===== src/rtl/frame_streamer_pkg.sv =====
// -----------------------------------------------------------------------------
// frame_streamer_pkg
// Shared types and constants for the frame streamer:
//   cap_state_t        - capture FSM states (C_IDLE, C_CAPTURE, C_HOLD)
//   tx_state_t         - transmit FSM states (T_IDLE .. T_CHK)
//   DEFAULT_SYNC_BYTE  - first byte of every frame on the wire
//   DEFAULT_SAMPLE_W   - default width of the signed DSP sample
//   csum_add()         - modulo-256 running checksum step
// -----------------------------------------------------------------------------
package frame_streamer_pkg;

  localparam logic [7:0] DEFAULT_SYNC_BYTE = 8'hA5;
  localparam int         DEFAULT_SAMPLE_W  = 16;

  typedef enum logic [1:0] {
    C_IDLE    = 2'd0,
    C_CAPTURE = 2'd1,
    C_HOLD    = 2'd2
  } cap_state_t;

  typedef enum logic [2:0] {
    T_IDLE    = 3'd0,
    T_SYNC    = 3'd1,
    T_COUNT   = 3'd2,
    T_PAYLOAD = 3'd3,
    T_CHK     = 3'd4
  } tx_state_t;

  // Checksum accumulation wraps naturally at 8 bits.
  function automatic logic [7:0] csum_add(input logic [7:0] a, input logic [7:0] b);
    return a + b;
  endfunction

endpackage


===== src/rtl/frame_streamer_if.sv =====
// -----------------------------------------------------------------------------
// frame_streamer_if
// Byte handshake toward the UART transmitter.
//   tx_byte  - byte offered to the transmitter
//   tx_valid - tx_byte is valid
//   tx_ready - transmitter accepts a byte this cycle
// master: the frame streamer; slave: the UART transmitter.
// -----------------------------------------------------------------------------
interface frame_streamer_if;
  logic [7:0] tx_byte;
  logic       tx_valid;
  logic       tx_ready;

  modport master (output tx_byte, output tx_valid, input tx_ready);
  modport slave  (input tx_byte, input tx_valid, output tx_ready);
endinterface


===== src/rtl/frame_bank.sv =====
// -----------------------------------------------------------------------------
// frame_bank
// Two banks of BUF_LEN bytes. One synchronous write port and one read port
// whose data is registered (one cycle after the address is presented).
// Contents are never reset.
//   clk        - clock
//   i_we       - write enable
//   i_wr_bank  - bank selected for the write
//   i_wr_addr  - byte index within the write bank
//   i_wr_data  - byte to store
//   i_rd_bank  - bank selected for the read
//   i_rd_addr  - byte index within the read bank
//   o_rd_data  - registered read data
// -----------------------------------------------------------------------------
module frame_bank #(
  parameter int BUF_LEN = 32,
  parameter int AW      = 5
) (
  input  logic          clk,
  input  logic          i_we,
  input  logic          i_wr_bank,
  input  logic [AW-1:0] i_wr_addr,
  input  logic [7:0]    i_wr_data,
  input  logic          i_rd_bank,
  input  logic [AW-1:0] i_rd_addr,
  output logic [7:0]    o_rd_data
);

  logic [7:0] r_mem [0:1][0:BUF_LEN-1];
  logic [7:0] r_rd_data;

  // Write port: one byte per enabled cycle.
  always_ff @(posedge clk) begin
    if (i_we) begin
      r_mem[i_wr_bank][i_wr_addr] <= i_wr_data;
    end
  end

  // Read port: registered data, free-running every cycle.
  always_ff @(posedge clk) begin
    r_rd_data <= r_mem[i_rd_bank][i_rd_addr];
  end

  assign o_rd_data = r_rd_data;

endmodule


===== src/rtl/frame_streamer.sv =====
// -----------------------------------------------------------------------------
// frame_streamer
// Captures BUF_LEN signed DSP samples (top 8 bits each) into one bank of a
// ping-pong buffer while the other bank is streamed to a UART as
//   SYNC_BYTE, frame_count, payload[0..BUF_LEN-1], checksum
// Ports:
//   clk            - single clock
//   rst            - synchronous active-high reset
//   frame_start    - single-cycle request to capture one frame
//   sample_in      - signed DSP sample
//   sample_valid   - qualifies sample_in
//   capture_active - high while capturing (gates upstream DSP enable)
//   tx             - byte handshake toward the UART (master side)
//   frame_count    - frames fully transmitted, modulo 256
//   overrun        - sticky: a frame_start was dropped
// -----------------------------------------------------------------------------
module frame_streamer
  import frame_streamer_pkg::*;
#(
  parameter int         BUF_LEN   = 32,
  parameter int         SAMPLE_W  = DEFAULT_SAMPLE_W,
  parameter logic [7:0] SYNC_BYTE = DEFAULT_SYNC_BYTE
) (
  input  logic                       clk,
  input  logic                       rst,
  input  logic                       frame_start,
  input  logic signed [SAMPLE_W-1:0] sample_in,
  input  logic                       sample_valid,
  output logic                       capture_active,
  frame_streamer_if.master           tx,
  output logic [7:0]                 frame_count,
  output logic                       overrun
);

  localparam int         AW        = (BUF_LEN > 1) ? $clog2(BUF_LEN) : 1;
  localparam logic [7:0] LAST_IDX  = 8'(BUF_LEN - 1);
  localparam logic [7:0] BUF_LEN_B = 8'(BUF_LEN);

  // Capture side
  cap_state_t r_cap_state;
  logic [7:0] r_wr_idx;
  logic       r_wr_bank;
  logic       r_capture_active;
  logic       r_overrun;

  // Transmit side
  tx_state_t  r_tx_state;
  logic [7:0] r_tx_byte;
  logic       r_tx_valid;
  logic [7:0] r_sum;
  logic [7:0] r_frame_count;
  logic [7:0] r_rd_ptr;  // index of the next payload byte to load into r_tx_byte

  logic       w_tx_idle;
  logic       w_xfer;
  logic       w_swap;
  logic       w_we;
  logic [7:0] w_sample_byte;
  logic [7:0] w_rd_ptr_next;
  logic [7:0] w_rd_idx;
  logic [7:0] w_rd_data;

  assign w_tx_idle     = (r_tx_state == T_IDLE);
  assign w_xfer        = r_tx_valid & tx.tx_ready;
  assign w_we          = (r_cap_state == C_CAPTURE) & sample_valid;
  assign w_sample_byte = 8'(sample_in >>> (SAMPLE_W - 8));

  // Bank swap: last sample written (or held frame pending) while TX is idle.
  always_comb begin
    w_swap = 1'b0;
    case (r_cap_state)
      C_CAPTURE: w_swap = sample_valid & (r_wr_idx == LAST_IDX) & w_tx_idle;
      C_HOLD:    w_swap = w_tx_idle;
      default:   w_swap = 1'b0;
    endcase
  end

  // Read pointer look-ahead: the RAM is addressed with the pointer's next
  // value, so its registered output always holds payload[r_rd_ptr] and the
  // following byte is ready the cycle after each transfer.
  always_comb begin
    w_rd_ptr_next = r_rd_ptr;
    case (r_tx_state)
      T_COUNT: begin
        if (w_xfer) begin
          w_rd_ptr_next = 8'd1;
        end else begin
          w_rd_ptr_next = r_rd_ptr;
        end
      end
      T_PAYLOAD: begin
        if (w_xfer && (r_rd_ptr != BUF_LEN_B)) begin
          w_rd_ptr_next = r_rd_ptr + 8'd1;
        end else begin
          w_rd_ptr_next = r_rd_ptr;
        end
      end
      T_CHK: begin
        if (w_xfer) begin
          w_rd_ptr_next = 8'd0;
        end else begin
          w_rd_ptr_next = r_rd_ptr;
        end
      end
      default: w_rd_ptr_next = r_rd_ptr;
    endcase
  end

  // Past the last payload byte the address is a don't-care; keep it in range.
  always_comb begin
    if (w_rd_ptr_next >= BUF_LEN_B) begin
      w_rd_idx = 8'd0;
    end else begin
      w_rd_idx = w_rd_ptr_next;
    end
  end

  frame_bank #(
    .BUF_LEN (BUF_LEN),
    .AW      (AW)
  ) u_bank (
    .clk       (clk),
    .i_we      (w_we),
    .i_wr_bank (r_wr_bank),
    .i_wr_addr (AW'(r_wr_idx)),
    .i_wr_data (w_sample_byte),
    .i_rd_bank (~r_wr_bank),
    .i_rd_addr (AW'(w_rd_idx)),
    .o_rd_data (w_rd_data)
  );

  // Capture FSM: fills the write bank, hands it over to TX on a swap.
  always_ff @(posedge clk) begin
    if (rst) begin
      r_cap_state      <= C_IDLE;
      r_wr_idx         <= 8'd0;
      r_wr_bank        <= 1'b0;
      r_capture_active <= 1'b0;
      r_overrun        <= 1'b0;
    end else begin
      if (w_swap) begin
        r_wr_bank <= ~r_wr_bank;
      end
      case (r_cap_state)
        C_IDLE: begin
          if (frame_start) begin
            r_cap_state      <= C_CAPTURE;
            r_wr_idx         <= 8'd0;
            r_capture_active <= 1'b1;
          end
        end
        C_CAPTURE: begin
          if (frame_start) begin
            r_overrun <= 1'b1;
          end
          if (sample_valid) begin
            if (r_wr_idx == LAST_IDX) begin
              r_wr_idx         <= 8'd0;
              r_capture_active <= 1'b0;
              r_cap_state      <= w_tx_idle ? C_IDLE : C_HOLD;
            end else begin
              r_wr_idx <= r_wr_idx + 8'd1;
            end
          end
        end
        C_HOLD: begin
          if (frame_start) begin
            r_overrun <= 1'b1;
          end
          if (w_tx_idle) begin
            r_cap_state <= C_IDLE;
          end
        end
        default: begin
          r_cap_state      <= C_IDLE;
          r_wr_idx         <= 8'd0;
          r_capture_active <= 1'b0;
        end
      endcase
    end
  end

  // TX FSM: streams sync, count, payload and checksum from the read bank.
  always_ff @(posedge clk) begin
    if (rst) begin
      r_tx_state    <= T_IDLE;
      r_tx_byte     <= 8'h00;
      r_tx_valid    <= 1'b0;
      r_sum         <= 8'h00;
      r_frame_count <= 8'h00;
      r_rd_ptr      <= 8'd0;
    end else begin
      r_rd_ptr <= w_rd_ptr_next;
      case (r_tx_state)
        T_IDLE: begin
          if (w_swap) begin
            r_tx_state <= T_SYNC;
            r_tx_byte  <= SYNC_BYTE;
            r_tx_valid <= 1'b1;
            r_sum      <= 8'h00;
          end
        end
        T_SYNC: begin
          if (w_xfer) begin
            r_tx_state <= T_COUNT;
            r_tx_byte  <= r_frame_count;
          end
        end
        T_COUNT: begin
          if (w_xfer) begin
            r_tx_state <= T_PAYLOAD;
            r_tx_byte  <= w_rd_data;
            r_sum      <= w_rd_data;
          end
        end
        T_PAYLOAD: begin
          if (w_xfer) begin
            if (r_rd_ptr == BUF_LEN_B) begin
              r_tx_state <= T_CHK;
              r_tx_byte  <= r_sum;
            end else begin
              r_tx_byte <= w_rd_data;
              r_sum     <= csum_add(r_sum, w_rd_data);
            end
          end
        end
        T_CHK: begin
          if (w_xfer) begin
            r_tx_state    <= T_IDLE;
            r_tx_valid    <= 1'b0;
            r_tx_byte     <= 8'h00;
            r_frame_count <= r_frame_count + 8'd1;
          end
        end
        default: begin
          r_tx_state <= T_IDLE;
          r_tx_valid <= 1'b0;
          r_tx_byte  <= 8'h00;
        end
      endcase
    end
  end

  assign capture_active = r_capture_active;
  assign overrun        = r_overrun;
  assign frame_count    = r_frame_count;
  assign tx.tx_byte     = r_tx_byte;
  assign tx.tx_valid    = r_tx_valid;

endmodule


===== src/flat_wrapper.sv =====
// flat-port wrapper written by rule: the top's interface ports become plain ports
module frame_streamer_flat import frame_streamer_pkg::*;
#(
  parameter int         BUF_LEN   = 32,
  parameter int         SAMPLE_W  = DEFAULT_SAMPLE_W,
  parameter logic [7:0] SYNC_BYTE = DEFAULT_SYNC_BYTE
)
  (clk, rst, frame_start, sample_in, sample_valid, capture_active, frame_count, overrun, tx_tx_byte, tx_tx_valid, tx_tx_ready);
  frame_streamer_if tx_i ();
  input  logic clk;
  input  logic rst;
  input  logic frame_start;
  input  logic signed [SAMPLE_W-1:0] sample_in;
  input  logic sample_valid;
  output logic capture_active;
  output logic [7:0] frame_count;
  output logic overrun;
  output wire logic [$bits(tx_i.tx_byte)-1:0] tx_tx_byte;
  output wire logic [$bits(tx_i.tx_valid)-1:0] tx_tx_valid;
  input wire logic [$bits(tx_i.tx_ready)-1:0] tx_tx_ready;
  assign tx_tx_byte = tx_i.tx_byte;
  assign tx_tx_valid = tx_i.tx_valid;
  assign tx_i.tx_ready = tx_tx_ready;
  frame_streamer #(.BUF_LEN(BUF_LEN), .SAMPLE_W(SAMPLE_W), .SYNC_BYTE(SYNC_BYTE)) u_core (.clk(clk), .rst(rst), .frame_start(frame_start), .sample_in(sample_in), .sample_valid(sample_valid), .capture_active(capture_active), .tx(tx_i), .frame_count(frame_count), .overrun(overrun));
endmodule

===== config.mk =====
export PLATFORM = sky130hd
export DESIGN_NAME = frame_streamer_flat
export DESIGN_NICKNAME = d
export VERILOG_FILES = /design/src/rtl/frame_streamer_pkg.sv /design/src/rtl/frame_streamer_if.sv /design/src/rtl/frame_bank.sv /design/src/rtl/frame_streamer.sv /design/src/flat_wrapper.sv
export SDC_FILE = /design/constraint.sdc
export NUM_CORES = 1
export LEC_CHECK = 0
export BUFFER_PORTS_ARGS = -buffer_cell sky130_fd_sc_hd__buf_4
export CAP_MARGIN = 5
export CORE_ASPECT_RATIO = 1.4
export CORE_MARGIN = 3
export CORE_UTILIZATION = 48
export DETAILED_ROUTE_END_ITERATION = 10
export PLACE_DENSITY = 0.7
export SLEW_MARGIN = 20
export SYNTH_ARGS = -nofsm -noshare
export SYNTH_HDL_FRONTEND = slang
export SYNTH_SLANG_ARGS = --single-unit

===== constraint.sdc =====
create_clock -name clk -period 3.5 [get_ports clk]
set_clock_uncertainty 0.05 [all_clocks]
set_input_delay 0.175 -clock clk [delete_from_list [all_inputs] [get_ports clk]]
set_output_delay 0.175 -clock clk [all_outputs]
set_load 0.05 [all_outputs]

# Yosys cells after proc, flatten, opt, wreduce, memory -nomap -nowiden
# Memory sizes are Yosys's and may differ from the RTL's.
# Index checks and enable logic that the tools add are counted.
[classes]
n_addsub = 4
bitwise_logic = 9
order_cmp = 4
eq_ne = 20
n_mux = 48
n_reduce_logical = 16
[ops]
columns = ["operator", "n"]
rows = [
  ["256-bit 2-to-1 mux", 1],
  ["8-bit 2-to-1 mux", 18],
  ["8-bit case mux with 3 select lines", 3],
  ["8-bit binary-select mux with 5-bit select", 1],
  ["8-bit demux with 5-bit select", 1],
  ["8-bit case mux with 5 select lines", 1],
  ["8-bit by 1-bit adder with 8-bit output (second input constant)", 3],
  ["3-bit 2-to-1 mux", 6],
  ["3-bit case mux with 5 select lines", 1],
  ["6-bit >= comparator (second input constant)", 2],
  ["2-bit by 1-bit inequality test with 1-bit output (second input constant)", 6],
  ["5-bit inverter with 6-bit output", 2],
  ["2-bit 2-to-1 mux", 5],
  ["2-bit inequality test (second input constant)", 5],
  ["5-bit AND reduction", 2],
  ["8-bit adder", 1],
  ["8-bit by 5-bit == test with 1-bit output (second input constant)", 1],
  ["8-bit by 6-bit == test with 1-bit output (second input constant)", 1],
  ["8-bit by 6-bit >= comparator with 1-bit output (second input constant)", 1],
  ["8-bit by 6-bit inequality test with 1-bit output (second input constant)", 1],
  ["4-bit AND reduction", 2],
  ["3-bit by 2-bit == test with 1-bit output (second input constant)", 2],
  ["6-bit by 1-bit less-than comparator with 1-bit output (second input constant)", 1],
  ["1-bit 2-to-1 mux", 6],
  ["19 further kinds", 28],
]
[totals]
ramBits = 512
output_inout_bits = 19
word_cells = 114
ff_bits = 57
inputBits = 21
n_memories = 1
[mem_list]
columns = ["memory", "words", "width", "read_ports", "rd_clocked_by_memory_dff", "wr", "line", "rtl"]
rows = [
  ["u_core.u_bank.r_mem", 2, 256, 1, 0, 1, "frame_bank.sv:29", "logic [7:0] r_mem [0:1][0:BUF_LEN-1];"],
]

# Logic depth before layout (Yosys ltp)
# Gate-level depths: netlist (run 1).
[logic_depth]
word_depth = 10
mapped_depth = 14

# Hierarchy
# A second synthesis (run 1) with hierarchy kept.
[hier_totals]
hier_cells = 1304
hier_area_um2 = 23253.6
[by_module_without_submodules]
columns = ["module", "n_inst", "area_each_um2", "seq_area_each_um2", "cells_per_inst"]
rows = [
  ["frame_bank", 1, 20121.8, 15534.9, 939],
  ["frame_streamer", 1, 3131.8, 980.9, 365],
]

# Least setup slack after synthesis (run 1)
# No wires, ideal clock.
[synth_path]
path_type = "register to register"
start = "register u_core.r_tx_valid, in the netlist u_core.tx.tx_valid"
end = "register u_core.u_bank.r_rd_data[0], in the netlist u_core.u_bank.o_rd_data[0]"
stages_incl_launch_ff = 11
arrival_ns = 3.127
required_ns = 3.315
slack_ns = 0.188
synth_period_minus_slack_ns = 3.312
cell_sequence = "dfxtp_1 -> and2_0 -> clkbuf_1 -> nand2_1 -> a2111o_1 -> a2111oi_4 -> buf_4 -> buf_4 -> mux4_2 -> a2111oi_0 -> nor3b_2"
[synth_between]
elab_chain_cells = 10
word_cells_on_any_way = 12
[synth_lines]
columns = ["element", "line", "rtl"]
rows = [
  ["from (decl)", "frame_streamer.sv:49", "logic r_tx_valid;"],
  ["from (signal assigned)", "frame_streamer.sv:188", "r_tx_valid <= 1'b0;"],
  ["from (signal assigned)", "frame_streamer.sv:199", "r_tx_valid <= 1'b1;"],
  ["from (signal assigned)", "frame_streamer.sv:230", "r_tx_valid <= 1'b0;"],
  ["1-bit bitwise AND (*)", "frame_streamer.sv:64", "assign w_xfer = r_tx_valid & tx.tx_ready;"],
  ["1-bit logical AND", "frame_streamer.sv:92", "if (w_xfer && (r_rd_ptr != BUF_LEN_B)) begin"],
  ["8-bit 2-to-1 mux", "frame_streamer.sv:92", ""],
  ["8-bit case mux with 3 select lines (*)", "frame_streamer.sv:83", "case (r_tx_state)"],
  ["8-bit by 6-bit >= comparator with 1-bit output", "frame_streamer.sv:111", "if (w_rd_ptr_next >= BUF_LEN_B) begin"],
  ["5-bit 2-to-1 mux (*)", "frame_streamer.sv:111", ""],
  ["5-bit inverter with 6-bit output (implied by the code) (*)", "frame_bank.sv:41", "r_rd_data <= r_mem[i_rd_bank][i_rd_addr];"],
  ["8-bit binary-select mux with 5-bit select (*)", "frame_bank.sv:41", ""],
  ["8-bit 2-to-1 mux (implied by the code) (*) (2 in a row)", "frame_bank.sv:41", ""],
  ["to (signal assigned)", "frame_bank.sv:41", ""],
  ["to (decl)", "frame_bank.sv:30", "logic [7:0] r_rd_data;"],
]
# Mark *: on every way between the ends. The rest lies on a longest branch, timed or not. The select of a mux whose other input is x is not followed.
# A chain may end at the register's enable or synchronous reset.

# Worst setup path after layout (run 1)
[layout_path]
start = "register u_core.r_rd_ptr[0]"
end = "register u_core.u_bank.r_rd_data[5], in the netlist u_core.u_bank.o_rd_data[5]"
[layout_between]
elab_chain_cells = 10
word_cells_on_any_way = 13
[layout_lines]
columns = ["element", "line", "rtl"]
rows = [
  ["from (decl)", "frame_streamer.sv:52", "logic [7:0] r_rd_ptr;"],
  ["from (signal assigned)", "frame_streamer.sv:193", "r_rd_ptr <= w_rd_ptr_next;"],
  ["branches (longest 3 deep; another with 8-bit by 1-bit adder with 8-bit output)", "n/a", ""],
  ["8-bit case mux with 3 select lines (*)", "frame_streamer.sv:83", ""],
  ["8-bit by 6-bit >= comparator with 1-bit output", "frame_streamer.sv:111", ""],
  ["5-bit 2-to-1 mux (*)", "frame_streamer.sv:111", ""],
  ["5-bit inverter with 6-bit output (implied by the code) (*)", "frame_bank.sv:41", ""],
  ["8-bit binary-select mux with 5-bit select (*)", "frame_bank.sv:41", ""],
  ["8-bit 2-to-1 mux (implied by the code) (*) (2 in a row)", "frame_bank.sv:41", ""],
]
# Mark *: on every way between the ends. The select of a mux whose other input is x is not followed.

==> results of run 1 <==
-- repair_timing --
item / CTS / global route
buffers inserted: 2 / 27
hold buffers: 4 / 0
gates cloned: 0 / 11
pin swaps: 0 / 20
hold endpoints to repair: 21 / 0
gates resized for setup: 9 / 113
setup endpoints to repair: 8 / 8
-- cells by family (layout without fill, tap and decap cells) --
family | count (synthesis) | count (layout) | synth area share
AOI/OAI and AO/OA | 230 | 230 | 0.07081
xor gates and xnor gates | 20 | 20 | 0.007550
DFF | 569 | 569 | 0.7119
muxes | 185 | 185 | 0.1143
and+or+nand+nor | 304 | 304 | 0.06445
adders and majority gates | 18 | 18 | 0.01003
buffers and inverters | 88 | 355 | 0.02098
-- layout make-up --
cell class | instances | area [um2]
Fill cell | 3414 | 19430
Sequential cell | 569 | 16530
Clock inverter | 32 | 289.0
Inverter | 16 | 60.06
Multi-Input combinational cell | 757 | 6671
Timing Repair Buffer | 248 | 2286
Tap cell | 624 | 780.7
Clock buffer | 59 | 1349
-- placed cells by master, fill, tap and decap left out, drive strengths merged, types with 5 or more instances in the layout --
cell | netlist | routed
edfxtp | 512 | 512
buf | 36 | 236
nor2 | 131 | 131
mux2i | 121 | 121
clkbuf | 36 | 67
mux4 | 64 | 64
nand2 | 60 | 60
a21oi | 57 | 57
dfxtp | 57 | 57
o22ai | 49 | 49
a211oi | 31 | 31
clkinv | 0 | 24
nand3 | 20 | 20
inv | 16 | 18
ha | 17 | 17
nor3 | 17 | 17
o21ai | 16 | 16
nand4 | 14 | 14
a22oi | 12 | 12
xor2 | 11 | 11
o221ai | 11 | 11
nor3b | 10 | 10
xnor2 | 9 | 9
a21o | 9 | 9
a2111oi | 8 | 8
and3 | 7 | 7
nand2b | 7 | 7
or3 | 6 | 6
a22o | 5 | 5
bufinv | 0 | 5
nor4 | 5 | 5
a31o | 5 | 5
-- power by group through the flow --
| stage | combinational [mW] | clock, mW | sequential, mW |
|---|---|---|---|
| floorplan | 0.0793 | 0 | 7.57 |
| global placement | 0.240 | 0 | 7.56 |
| detailed placement | 0.255 | 0 | 7.56 |
| CTS | 0.261 | 5.60 | 7.42 |
| global route | 0.285 | 5.88 | 7.41 |
| finish | 0.264 | 5.53 | 7.42 |
-- state kept, by name (all words and copies together), names as in the netlist, 3 cells and up --
register and count:
u_core.frame_count 8, u_core.r_rd_ptr 8, u_core.r_sum 8, u_core.r_tx_state 3, u_core.r_wr_idx 8, u_core.tx.tx_byte 8
u_core.u_bank.o_rd_data 8, u_core.u_bank.r_mem 512
-- critical path: stages (launching register included) --
cell and delay, ns:
dfxtp_4 0.36, inv_2 0.08, ha_4 0.13, and4bb_2 0.28, a2111oi_2 0.08, a2111o_1 0.48
a2111oi_4 0.25, buf_6 0.17, buf_12 0.12, buf_12 0.13, buf_16 0.14, buf_4 0.15
mux2i_1 0.23, o22ai_2 0.16, nor4bb_2 0.39, buf_4 0.18, a211oi_2 0.04
-- path summary, 6_finish.rpt --
check / start / to / cells past startpoint
worst max-delay path: u_core.r_rd_ptr[0] / u_core.u_bank.o_rd_data[5] / 16
worst min-delay path: sample_in[10] / u_core.u_bank.r_mem[0][50] / 1
worst max register to register: u_core.r_rd_ptr[0] / u_core.u_bank.o_rd_data[5] / 16
worst min register to register: u_core.tx.tx_byte[1] / u_core.tx.tx_byte[1] / 2
-- metal layers --
metal / track usage / vias to the layer above / wire (um)
met1: 0.2754 / 6963 / 22170
met5: 0 / - / 0
li1: - / 6079 / -
met3: 0.02540 / 124 / 3167
met2: 0.3656 / 466 / 29000
met4: 0.08831 / 0 / 2637
==> results.cfg, run 1 <==
[global_routing]
grt_pass1_wl_mm = 82.17
grt.overflow.total = 0
grt_max_degree = 65
grtUsageTotal = 0.2129
grt_pass1_vias = 13690
antenna_found_initial = 0

[routing]
antenna_left = 0
drt-vias-per-instance = 5.914
routedWlPerCell_um = 24.72
firstDrtPassIters = 5
drtIter0Drc = 1203
drc_errors = 0
finalWirelength_mm = 56.98
vias = 13630

[placed_design]
place_congestion = 0.8921
numPortBuffers = 31
pre_cts_slack_ns = -0.2008
placed_cell_area_mm2 = 0.02521
dpl.hpwl_mm = 34.74
dpl.cell_count = 2171

[run_status]
outcome = finished, violations left
violations = setup timing

[power]
power_switching_mw = 2.615
vdd_ir_drop_max_mv = 0.3322
p_seq_frac = 0.562
p_clk_frac = 0.419
p_leak_nw = 9.025
p_int_mw = 10.59
swShare = 0.1980
p_comb_frac = 0.020
p_total_mw = 13.21
power.density_mw_per_mm2 = 472.3

[worst_setup_path]
worstPathArrival_ns = 3.98
crit_type = flop to flop
critPathCaptureType = flop
worstPathRequired_ns = 3.90
crit_path_max_fanout = 8
start_kind = flop
rrSetupSlack_ns = -0.08

[yosys]
syn-num-nets = 1453
synth.avg_cell_area_um2 = 16.41
ys_types = 79
synthTopCellsByArea = edfxtp_1 (66%), mux4_2 (6.2%), mux2i_1 (5.2%), dfxtp_1 (4.9%), nor2_1 (2.1%)
yosysTopAreaCellShare = 0.6627
synth_flop_cell = edfxtp_1
syn_inst = 1414
synth-edff-count = 512
synth.largest_area_cell = edfxtp_1
syn_area_mm2 = 0.02320
yosysMostFrequentCell = edfxtp_1
ys_seq_elements = 569
synthTopCellsByCount = edfxtp_1 (512), nor2_1 (131), mux2i_1 (121)
yosysWarningCount = 0
async_flop_share = 0
yosysSeqAreaShare = 0.7119

[floorplan]
initial_utilization = 0.4895
die-height_um = 266.1
io_pins = 40
num_rows = 94
die_width_um = 191.8
coreArea_mm2 = 0.04740
design.die.area_mm2 = 0.05105

[cells_and_area]
nets = 1683
drive_above_1_share = 0.2921
design_area_mm2 = 0.02797
antenna_cells = 0
syn2layout_area_growth_pct = 20.54
stdcell_count = 2305
final_util = 0.5900

[cts]
cts_root_buffer = clkbuf_16
cts.sinks = 569
cts_tree = built
worstSkewPairLatency_ns = 0.58
clockBufferDepth = 3
numCtsBuffers = 52
h-tree-depth = 2
clk_pin_slew_worst_paths_ns = 0.06

[sta]
fin_ws_ns = -0.07802
finalHoldViolCount = 0
worst_pin_slew_ns = 0.8238
drv_slew = 0
min_period_ns = 3.578
hold_slack_ns = 0.1118
rsz0062_at_grt = yes
slew_headroom = 0.4508
tns_ns = -0.07802
setup_violations = 1
fmax_mhz = 279.5
period_share = 1.022

[hold_path]
worst_hold_path_type = input port to flop

[flow_run]
maxCapViolations = 0
(Power assumes the default switching activity.)
==> inputs of run 2 (changes only) <==
--- a/config.mk
+++ b/config.mk
@@ -5,7 +5,7 @@
 export SDC_FILE = /design/constraint.sdc
 export NUM_CORES = 1
 export LEC_CHECK = 0
-export BUFFER_PORTS_ARGS = -buffer_cell sky130_fd_sc_hd__buf_4
+export BUFFER_PORTS_ARGS = -buffer_cell sky130_fd_sc_hd__buf_2
 export CAP_MARGIN = 5
 export CORE_ASPECT_RATIO = 1.4
 export CORE_MARGIN = 3
==> run 2 against run 1 <==
The run now ends clean. Worst setup slack better by 0.12 ns. Maximum frequency up 3.4%. Total power up 0.56%. Clock power up 1%. Flip-flop and latch count unchanged. Routed wire length down 3.4%. Sequential power about the same. Combinational power about the same. Global-route usage about the same. Cell count down 0.95%. First-iteration DRC count up 6.6%.
==> results.cfg, run 2 (same netlist as run 1, synthesis figures left out) <==
[run_status]
outcome = finished clean

[power]
p_leak_nw = 8.869
power_switching_mw = 2.569
p_total_mw = 13.28
swShare = 0.1934
power.density_mw_per_mm2 = 482.1
p_clk_frac = 0.422
p_int_mw = 10.71
p_seq_frac = 0.558
vdd_ir_drop_max_mv = 0.3350
p_comb_frac = 0.020

[cts]
numCtsBuffers = 50
cts.sinks = 569
clockBufferDepth = 3
clk_pin_slew_worst_paths_ns = 0.07
cts_root_buffer = clkbuf_16
h-tree-depth = 2
worstSkewPairLatency_ns = 0.58
cts_tree = built

[worst_setup_path]
crit_buf_inv = 5
critPathMaxStageDelay_ns = 0.36
crit_chain = inv_1 -> ha_1 -> and4bb_1 -> nand2_2 -> a41o_4 -> a2111oi_4 -> buf_6 -> bufbuf_16 -> buf_4 -> buf_16 -> mux4_2 -> a211oi_1 -> a211oi_2
critPathCaptureType = flop
crit_family = compound AO/OA/AOI/OAI gates
r2r_end = u_core.u_bank.o_rd_data[3]
reg2reg_depth = 13
rrSetupSlack_ns = 0.04
start_kind = flop
worstPathRequired_ns = 3.90
worst_path_max_delay_cell = a2111oi_4
crit_type = flop to flop
reg2reg_from = u_core.r_rd_ptr[0]
worstPathArrival_ns = 3.86
crit_path_max_fanout = 11

[floorplan]
die_width_um = 191.8
die-height_um = 266.1
design.die.area_mm2 = 0.05105
num_rows = 94
initial_utilization = 0.4895
coreArea_mm2 = 0.04740
io_pins = 40

[sta]
period_share = 0.9889
worst_pin_slew_ns = 1.025
rsz0062_at_grt = yes
drv_slew = 0
slew_headroom = 0.3165
hold_slack_ns = 0.07383
setup_violations = 0
tns_ns = 0
min_period_ns = 3.461
fmax_mhz = 288.9
fin_ws_ns = 0.03891
finalHoldViolCount = 0

[cells_and_area]
max_flop_register = u_core.u_bank.r_mem
final_common_cell = edfxtp_1
largest_reg_flops = 512
drive_above_1_share = 0.2670
antenna_cells = 0
stdcell_count = 2283
nets = 1664
syn2layout_area_growth_pct = 18.76
final_cell_mix = edfxtp_1 (512), buf_4 (175), nor2_1 (130), mux2i_1 (111), mux4_2 (64)

[global_routing]
antenna_found_initial = 0
grt_pass1_wl_mm = 82.30
grt_pass1_vias = 13760
grt_max_degree = 65
grtUsageTotal = 0.2131
grt.overflow.total = 0

[routing]
drc_errors = 0
antenna_left = 0
drtIter0Drc = 1282
drt-vias-per-instance = 5.946
firstDrtPassIters = 5
routedWlPerCell_um = 24.12
vias = 13580
finalWirelength_mm = 55.06

[hold_path]
hold_end = u_core.u_bank.r_mem[1][158]
whs_path_depth = 1
min_from = sample_in[14]
worst_hold_path_type = input port to flop

[flow_run]
maxCapViolations = 0

[placed_design]
numPortBuffers = 31
dpl.cell_count = 2176
dpl.hpwl_mm = 35.48
pre_cts_slack_ns = -0.3789
place_congestion = 0.8931
[run 2: changes by cell type in the layout (fill, tap and decap cells not counted), sizes merged]
cell and delta:
buf -11, bufinv +3, clkinvlp +1, clkinv -9, inv +2, clkbuf -8, dlygate4sd3 -1, bufbuf +1
[run 2: final cells by class]
| class | count | area (um2) |
|---|---|---|
| clock inverter | 29 | 351.6 |
| sequential | 569 | 16530 |
| inverter | 16 | 60.06 |
| tap | 624 | 780.7 |
| clock buffer | 57 | 1299 |
| timing repair buffer | 231 | 2002 |
| fill | 3476 | 19840 |
| multi-input combinational | 757 | 6535 |
[run 2: worst reg2reg max path, stage by stage (launching register included)]
cell,delay [ns]
dfxtp_2,0.35
inv_1,0.09
ha_1,0.17
and4bb_1,0.27
nand2_2,0.09
a41o_4,0.32
a2111oi_4,0.36
buf_6,0.20
bufbuf_16,0.30
buf_4,0.18
buf_16,0.17
mux4_2,0.36
a211oi_1,0.33
a211oi_2,0.11
[run 2: metrics by stage]
stage,cell area (um2),util
2_1_floorplan,23200,-
3_3_place_gp,25190,0.5315
3_5_place_dp,25190,0.5315
4_1_cts,27240,0.5748
5_1_grt,27550,0.5813
6_report,27550,0.5813
[run 2: worst max-delay path by stage]
stage | start | endpoint | slack (ns) | cells past startpoint
2_1_floorplan | u_core.tx.tx_valid | u_core.u_bank.o_rd_data[0] | 0.19 | 10
3_3_place_gp | u_core.r_rd_ptr[1] | u_core.u_bank.o_rd_data[4] | -0.22 | 11
3_5_place_dp | u_core.r_rd_ptr[0] | u_core.u_bank.o_rd_data[4] | -0.38 | 11
4_1_cts | u_core.r_rd_ptr[1] | u_core.u_bank.o_rd_data[4] | 0.008 | 12
5_1_grt | u_core.r_rd_ptr[0] | u_core.u_bank.o_rd_data[3] | -0.05 | 12
6_report | u_core.r_rd_ptr[0] | u_core.u_bank.o_rd_data[3] | 0.04 | 13
[run 2: timing repair]
item,4_1_cts,5_1_grt
buffers inserted,4,7
hold buffers,3,0
gates cloned,5,2
setup endpoints to repair,7,8
pin swaps,5,11
hold endpoints to repair,14,0
resized for setup,41,40
[run 2: per-layer routing]
layer / track usage / wire, um / vias up
li1: - / - / 6045
met4: 0.08395 / 2419 / 0
met2: 0.3746 / 28390 / 515
met1: 0.2655 / 20820 / 6879
met3: 0.03080 / 3431 / 136
met5: 0 / 0 / -
[run 2: power by group through the flow]
| stage | clock (mW) | sequential, mW | combinational (mW) |
|---|---|---|---|
| finish | 5.60 | 7.42 | 0.264 |
| floorplan | 0 | 7.57 | 0.0793 |
| detailed placement | 0 | 7.56 | 0.248 |
| global placement | 0 | 7.56 | 0.236 |
| global route | 5.96 | 7.41 | 0.284 |
| CTS | 5.69 | 7.42 | 0.252 |
==> inputs of run 3 (changes only) <==
--- a/config.mk
+++ b/config.mk
@@ -11,7 +11,7 @@
 export CORE_MARGIN = 3
 export CORE_UTILIZATION = 48
 export DETAILED_ROUTE_END_ITERATION = 10
-export PLACE_DENSITY = 0.7
+export PLACE_DENSITY_LB_ADDON = 0.3
 export SLEW_MARGIN = 20
 export SYNTH_ARGS = -nofsm -noshare
 export SYNTH_HDL_FRONTEND = slang
==> run 3 against run 2 <==
Hold slack better by 0.034 ns. Die area unchanged. First-iteration DRC count fell by 5.4%. Total power is 0.75% lower. Flip-flop and latch count stayed put. Critical path type unchanged. Critical endpoint is now u_core.u_bank.o_rd_data[5]. Largest power group unchanged.
==> results.cfg, run 3 (same netlist as run 1, synthesis figures left out) <==
[hold_path]
min_from = sample_in[9]
hold_end = u_core.u_bank.r_mem[1][49]
whs_path_depth = 1
worst_hold_path_type = input port to flop

[cts]
cts.sinks = 569
cts_root_buffer = clkbuf_16
clk_pin_slew_worst_paths_ns = 0.07
numCtsBuffers = 51
clockBufferDepth = 3
worstSkewPairLatency_ns = 0.59
cts_tree = built
h-tree-depth = 2

[worst_setup_path]
worstPathArrival_ns = 3.88
reg2reg_depth = 13
reg2reg_from = u_core.r_rd_ptr[1]
crit_type = flop to flop
crit_path_max_fanout = 9
critPathCaptureType = flop
start_kind = flop
worstPathRequired_ns = 3.90
r2r_end = u_core.u_bank.o_rd_data[5]
rrSetupSlack_ns = 0.01

[cells_and_area]
fill_cells = 3518
nets = 1682
design_area_mm2 = 0.02777
drive_above_1_share = 0.2848
antenna_cells = 0
max_flop_register = u_core.u_bank.r_mem
multi_input_area_mm2 = 0.006643
regArea_mm2 = 0.01653
final_cell_mix = edfxtp_1 (512), buf_4 (188), nor2_1 (131), mux2i_1 (111), mux4_2 (64)
stdcell_count = 2306
largest_reg_flops = 512
final_common_cell = edfxtp_1
syn2layout_area_growth_pct = 19.69

[floorplan]
coreArea_mm2 = 0.04740
die_width_um = 191.8
io_pins = 40
design.die.area_mm2 = 0.05105
num_rows = 94
die-height_um = 266.1
initial_utilization = 0.4895

[placed_design]
pre_cts_slack_ns = -0.07453
placed_cell_area_mm2 = 0.02522
dpl.hpwl_mm = 36.63
dpl.cell_count = 2179
place_congestion = 0.8831
numPortBuffers = 31

[global_routing]
grtUsageTotal = 0.2170
grt_max_degree = 52
antenna_found_initial = 0
grt.overflow.total = 0
grt_pass1_vias = 13810
grt_pass1_wl_mm = 83.50

[routing]
drt-vias-per-instance = 5.856
drc_errors = 0
routedWlPerCell_um = 24.21
antenna_left = 0
firstDrtPassIters = 5
drtIter0Drc = 1213
finalWirelength_mm = 55.83
vias = 13510

[sta]
fmax_mhz = 286.9
period_share = 0.9958
slew_headroom = 0.2580
fin_ws_ns = 0.01483
setup_violations = 0
finalHoldViolCount = 0
drv_slew = 0
min_period_ns = 3.485
worst_pin_slew_ns = 1.113

[power]
p_leak_nw = 8.962
swShare = 0.2011
p_seq_frac = 0.562
vdd_ir_drop_max_mv = 0.3375
power.density_mw_per_mm2 = 474.7
p_int_mw = 10.53
power_switching_mw = 2.652
p_clk_frac = 0.418
p_comb_frac = 0.020
p_total_mw = 13.18

[flow_run]
maxCapViolations = 0

[run_status]
outcome = finished clean
[run 3: cell count changes in the layout (fill, tap and decap cells not counted), sizes merged, moves of 3 or more]
cell,delta
clkbuf,+7
bufinv,-3
buf,+14
clkinv,+8
[run 3: metrics by stage]
step | hold slack, ns | util | setup TNS, ns
floorplan | 0.2239 | - | 0
global placement | 0.3725 | 0.5320 | -0.1337
detailed placement | 0.4129 | 0.5320 | -0.2839
CTS | 0.1026 | 0.5725 | 0
global route | 0.1213 | 0.5859 | -0.1840
finish | 0.1077 | 0.5859 | 0
[run 3: worst max-delay path by stage]
stage | from | to | slack [ns] | depth (start not counted)
final | u_core.r_rd_ptr[1] | u_core.u_bank.o_rd_data[5] | 0.01 | 13
after global routing | u_core.r_rd_ptr[1] | u_core.u_bank.o_rd_data[5] | -0.07 | 14
after CTS | u_core.r_rd_ptr[1] | u_core.u_bank.o_rd_data[5] | 0.0009 | 14
after detailed placement | u_core.r_rd_ptr[0] | u_core.u_bank.o_rd_data[7] | -0.07 | 13
after global placement | u_core.r_rd_ptr[0] | u_core.u_bank.o_rd_data[7] | -0.06 | 13
after floorplan | u_core.tx.tx_valid | u_core.u_bank.o_rd_data[0] | 0.19 | 10
[run 3: layer usage]
layer / vias up / routed length (um) / GRT usage
li1: 6076 / - / -
met1: 6902 / 21870 / 0.2747
met2: 419 / 29270 / 0.3854
met3: 108 / 2607 / 0.02448
met4: 0 / 2081 / 0.07859
met5: - / 0 / 0
[run 3: power by group through the flow]
stage | combinational (mW) | sequential (mW) | clock [mW]
final | 0.261 | 7.41 | 5.51
after global routing | 0.282 | 7.41 | 5.85
after CTS | 0.255 | 7.42 | 5.59
after detailed placement | 0.250 | 7.56 | 0
after global placement | 0.240 | 7.56 | 0
after floorplan | 0.0793 | 7.57 | 0
[run 3: final cells by class]
class,instances,share of cell area
Clock inverter,32,0.01167
Timing Repair Buffer,248,0.07632
Sequential cell,569,0.5954
Tap cell,624,0.02811
Inverter,16,0.002163
Clock buffer,60,0.04717
Multi-Input combinational cell,757,0.2392
[run 3: repair_timing]
item | 4_1_cts | 5_1_grt
setup buffers | 7 | 19
hold buffers | 3 | 0
cloned | 1 | 5
pin swaps | 5 | 12
hold endpoints to repair | 11 | 0
gates resized for setup | 38 | 71
endpoints found under the setup margin | 8 | 8
[run 3: worst max-delay path: stages, from the launching register on]
cell and delay, ns:
dfxtp_4 0.38, ha_4 0.14, and4_4 0.20, nand4_1 0.13
a221o_1 0.41, a2111oi_4 0.38, clkbuf_16 0.21, buf_12 0.15
clkbuf_16 0.19, mux4_2 0.29, a21oi_1 0.24, nor4bb_4 0.35
buf_4 0.17, a211oi_2 0.04
